$ cat src/rtl/fpu_issue_arb.sv
// Round-robin issue arbiter and valid/ID sequencer for the shared FPU pipeline.
// One global enable stalls the whole pipe when the output result is held.
module fpu_issue_arb #(
  parameter  int NUM_REQ  = 4,
  parameter  int PIPE_LEN = 3,
  localparam int IDW      = $clog2(NUM_REQ),
  localparam int CNTW     = $clog2(PIPE_LEN + 1)
) (
  input  logic               I_Clk,
  input  logic               I_nReset,
  input  logic [NUM_REQ-1:0] I_Req,
  input  logic               I_Flush,
  output logic [NUM_REQ-1:0] O_Gnt,
  output logic [IDW-1:0]     O_GntIdx,
  output logic               O_PipeEn,
  output logic               O_OutValid,
  output logic [IDW-1:0]     O_OutId,
  input  logic               I_OutReady,
  output logic [CNTW-1:0]    O_Count
);

  logic [PIPE_LEN-1:0] vld_p;
  logic [IDW-1:0]      id_p [PIPE_LEN];
  logic [IDW-1:0]      ptr;
  logic                pipe_en;
  logic                found;
  logic [IDW-1:0]      gnt_idx;
  int unsigned         scan;

  assign pipe_en  = ~vld_p[PIPE_LEN-1] | I_OutReady;
  assign O_PipeEn = pipe_en;

  // Arbitration: first request at or after ptr, wrapping at NUM_REQ.
  always_comb begin
    found   = 1'b0;
    gnt_idx = '0;
    scan    = 0;
    if (pipe_en && !I_Flush) begin
      for (int k = 0; k < NUM_REQ; k++) begin
        scan = (int'(ptr) + k) % NUM_REQ;
        if (!found && I_Req[scan]) begin
          found   = 1'b1;
          gnt_idx = IDW'(scan);
        end
      end
    end
  end

  assign O_Gnt    = found ? (NUM_REQ'(1) << gnt_idx) : '0;
  assign O_GntIdx = gnt_idx;

  // Stage 0 .. PIPE_LEN-1: valid and ID travel with the datapath registers.
  always_ff @(posedge I_Clk or negedge I_nReset) begin
    if (!I_nReset) begin
      vld_p <= '0;
      ptr   <= '0;
      for (int i = 0; i < PIPE_LEN; i++) id_p[i] <= '0;
    end else if (I_Flush) begin
      vld_p <= '0;
    end else if (pipe_en) begin
      for (int i = PIPE_LEN - 1; i > 0; i--) begin
        vld_p[i] <= vld_p[i-1];
        id_p[i]  <= id_p[i-1];
      end
      vld_p[0] <= found;
      id_p[0]  <= gnt_idx;
      if (found) ptr <= (gnt_idx == IDW'(NUM_REQ - 1)) ? '0 : gnt_idx + 1'b1;
    end
  end

  assign O_OutValid = vld_p[PIPE_LEN-1];
  assign O_OutId    = id_p[PIPE_LEN-1];

  always_comb begin
    O_Count = '0;
    for (int i = 0; i < PIPE_LEN; i++) O_Count = O_Count + CNTW'(vld_p[i]);
  end

endmodule

$ cat config.mk
export PLATFORM = sky130hd
export DESIGN_NAME = fpu_issue_arb
export DESIGN_NICKNAME = d
export VERILOG_FILES = /design/src/rtl/fpu_issue_arb.sv
export SDC_FILE = /design/constraint.sdc
export NUM_CORES = 1
export LEC_CHECK = 0
export CORE_MARGIN = 3
export CORE_UTILIZATION = 44
export DETAILED_ROUTE_END_ITERATION = 10
export GPL_TIMING_DRIVEN = 0
export HOLD_SLACK_MARGIN = 0.03
export PLACE_DENSITY = 0.76
export SLEW_MARGIN = 0
export SYNTH_ARGS = -nofsm -noshare
export SYNTH_HDL_FRONTEND = slang
export SYNTH_SLANG_ARGS = --single-unit
$ cat constraint.sdc
create_clock -name I_Clk -period 2.6 [get_ports I_Clk]
set_clock_uncertainty 0.1 [all_clocks]
set_input_delay 0.52 -clock I_Clk [delete_from_list [all_inputs] [get_ports I_Clk]]
set_output_delay 0.52 -clock I_Clk [all_outputs]
set_load 0.02 [all_outputs]
==> results.py <==
metrics = {
    "outcome": {
        "outcome": "finished, violations left",
        "violations": "setup timing",
    },
    "floorplan": {
        "num_io_pins": 20,
        "die_area_sq_um": 1943,
        "dieHeight_microns": 44.08,
        "die_width_microns": 44.08,
        "coreArea_sq_um": 1334,
        "num_rows": 13,
        "floorplan.initialDensity_pct": 47.84,
    },
    "worst_setup_path": {
        "crit_type": "reg -> out",
        "crit_fanout": 6,
        "startpoint_type": "register",
        "worstPathRequired_ps": 1980,
        "end_kind": "output pin",
        "cp.arrival_ps": 2040,
    },
    "yosys": {
        "async_flop_share_pct": 100.0,
        "synth.most_common_cell": "dfrtp_1",
        "synth.largest_area_cell": "dfrtp_1",
        "synth_seq_area_share_pct": 43.14,
        "synth-edff-count": 0,
        "synth_commonest_cells": "dfrtp_1, nand2_1, nor2_1, mux2_1",
        "synth_top_area_share_pct": 43.14,
        "syn_area_sq_um": 638.1,
        "synthTopCellsByArea": "dfrtp_1, mux2_1, nand2_1, nor3_2, nor2_1",
        "ys_ff_latch": 11,
        "yosysWarnings": 0,
        "syn-num-nets": 75,
        "netlist_instances": 64,
        "syn_area_per_cell_sq_um": 9.971,
        "synth_cell_types": 26,
        "synth_top_flop_cell": "dfrtp_1",
    },
    "cells_and_area": {
        "fin_nets": 106,
        "multiInputGateArea_sq_um": 420.4,
        "n_fill_cell": 104,
        "drive_gt1_share_pct": 34.04,
        "area_growth_pct": 56.47,
        "fin_cells": 109,
        "regArea_sq_um": 276.5,
        "antennaDiodeCount": 0,
        "final_area_sq_um": 998.5,
    },
    "timing": {
        "rsz0062_at_grt": "true",
        "relSlewSlack_pct": 67.42,
        "report.final.slew_viol_count": 0,
        "layout_setup_ws_ps": -63.34,
        "finalHoldViolations": 0,
        "worst_pin_slew_ps": 487.2,
        "final.period_utilization_pct": 102.4,
        "setup_viol": 3,
        "fmax_ghz": 0.3755,
        "period_needed_ps": 2663,
    },
    "routing": {
        "wl_mm": 1.608,
        "ant_nets": 0,
        "drt-pass1-iter-count": 4,
        "wire_per_inst_microns": 14.75,
        "drc": 0,
        "drtIter0Drc": 7,
        "vias": 589,
        "viasPerCell": 5.404,
    },
    "place": {
        "dpl.hpwl_microns": 998.7,
        "gp_congestion": 0.7374,
        "io_buffers": 19,
        "numPlacedInstances": 98,
        "placed_area_sq_um": 847.1,
    },
    "pwr": {
        "p_sw_uw": 250.5,
        "power.density_nw_per_um2": 697.1,
        "total_power_uw": 696.0,
        "power_frac_clock_pct": 17.1,
        "p_leak_nw": 0.4675,
        "internal_power_uw": 445.5,
        "ir_worst_vdd_uv": 530.1,
        "sw_frac_of_total_pct": 35.99,
        "seq_power_share_pct": 35.4,
        "power_frac_comb_pct": 47.5,
    },
    "clock_network": {
        "root_buffer": "clkbuf_4",
        "cts_hold_buf": 0,
        "htree_levels": 1,
        "clock_latency_ps": 270,
        "cts_sinks": 11,
        "cts_made_buffers": 3,
        "cts_tree": "yes",
        "ctsLongestPathBuffers": 2,
        "clkTransAtPathRegs_ps": 70,
    },
    "grt": {
        "grt_pass1_vias": 569,
        "grt_overflow": 0,
        "grt_first_pass_wirelength_mm": 2.580,
        "grt_usage_pct": 18.76,
        "grt_max_degree": 12,
        "antenna_found_initial": 0,
    },
    "hold_path": {
        "hp-class": "reg -> reg",
    },
    "run": {
        "drv_cap": 0,
    },
}
## cells by family (layout without fill, tap and decap cells)
group | count (synthesis) | in the layout | share of synthesized area [%]
AO/OA/AOI/OAI | 10 | 10 | 10.78
adder cells (fa/ha/maj) | 3 | 3 | 7.058
buffers and inverters | 5 | 35 | 4.313
flip-flops | 11 | 11 | 43.14
multiplexers | 4 | 4 | 7.058
AND/OR/NAND/NOR | 31 | 31 | 27.65
## registers in the layout, summed over array words and instances (netlist names)
register  count
id_p          4
vld_p         3
ptr           2
O_OutId       2
## per-layer routing
metal / routed length [microns] / vias up / global-route usage [%]
li1: - / 275 / -
met3: 134 / 3 / 4.065
met5: 0 / - / 0
met1: 622 / 280 / 21.99
met4: 16 / 0 / 10.84
met2: 835 / 31 / 31.40
## timing repair
item,4_1_cts,5_1_grt
setup buffers,5,2
endpoints found under the setup margin,6,4
pin swaps,4,2
gates resized for setup,27,20
hold endpoints to repair,0,0
## final cells by class
type | count | area share (%)
Multi-Input combinational cell | 48 | 42.11
Sequential cell | 11 | 27.69
Timing Repair Buffer | 26 | 22.93
Clock buffer | 4 | 2.632
Buffer | 3 | 2.005
Tap cell | 15 | 1.880
Inverter | 2 | 0.7519
## worst paths after layout
path                            cells past startpoint      from  slack (ps)          to
worst min-delay path                                1   id_p[3]         380  O_OutId[1]
worst max register to register                      8    ptr[1]         620      ptr[0]
max in group asynchronous                           1  I_nReset        1570      ptr[0]
worst min register to register                      1   id_p[3]         380  O_OutId[1]
min in group asynchronous                           1  I_nReset         470  O_OutId[1]
worst max-delay path                                9    ptr[1]         -60    O_Gnt[3]
## power by group through the flow
stage | clock (mW) | sequential [mW] | combinational (mW)
after floorplan | 0 | 0.239 | 0.163
final | 0.119 | 0.246 | 0.331
after global placement | 0 | 0.244 | 0.250
after global routing | 0.130 | 0.252 | 0.356
after detailed placement | 0 | 0.248 | 0.256
after CTS | 0.119 | 0.242 | 0.281
## critical path, stage by stage (launching register included)
cell and delay, ps:
dfrtp_1 410, buf_4 140, buf_4 130, nand2_1 80, nor2_1 70, nor3_4 280
and2_1 250, ha_4 160, and2_4 130, buf_6 110
## cells in the final DEF, fill, tap and decap left out, drive strengths merged
cell type,count
a211oi,1
a21o,1
a21oi,2
a221o,1
and2,3
and3,1
buf,14
clkbuf,4
clkdlybuf4s50,7
dfrtp,11
dlygate4sd2,8
fa,1
ha,2
inv,2
mux2,4
nand2,9
nand2b,3
nor2,8
nor2b,2
nor3,3
nor4,1
o21a,1
o21ai,2
o2bb2ai,1
o31ai,1
or3,1
## per-stage QoR
step / util (%) / hold slack, ps / setup WS (ps) / TNS (ps)
global route: 74.86 / 395.9 / -124.2 / -327.3
finish: 74.86 / 382.4 / -63.34 / -93.63
floorplan: - / 124.4 / 75.93 / 0
global placement: 63.51 / 364.4 / -759.9 / -3475
CTS: 68.95 / 385.1 / -78.20 / -78.20
detailed placement: 63.51 / 373.0 / -803.5 / -3514
Note: power is estimated with default switching activity, not from simulation.
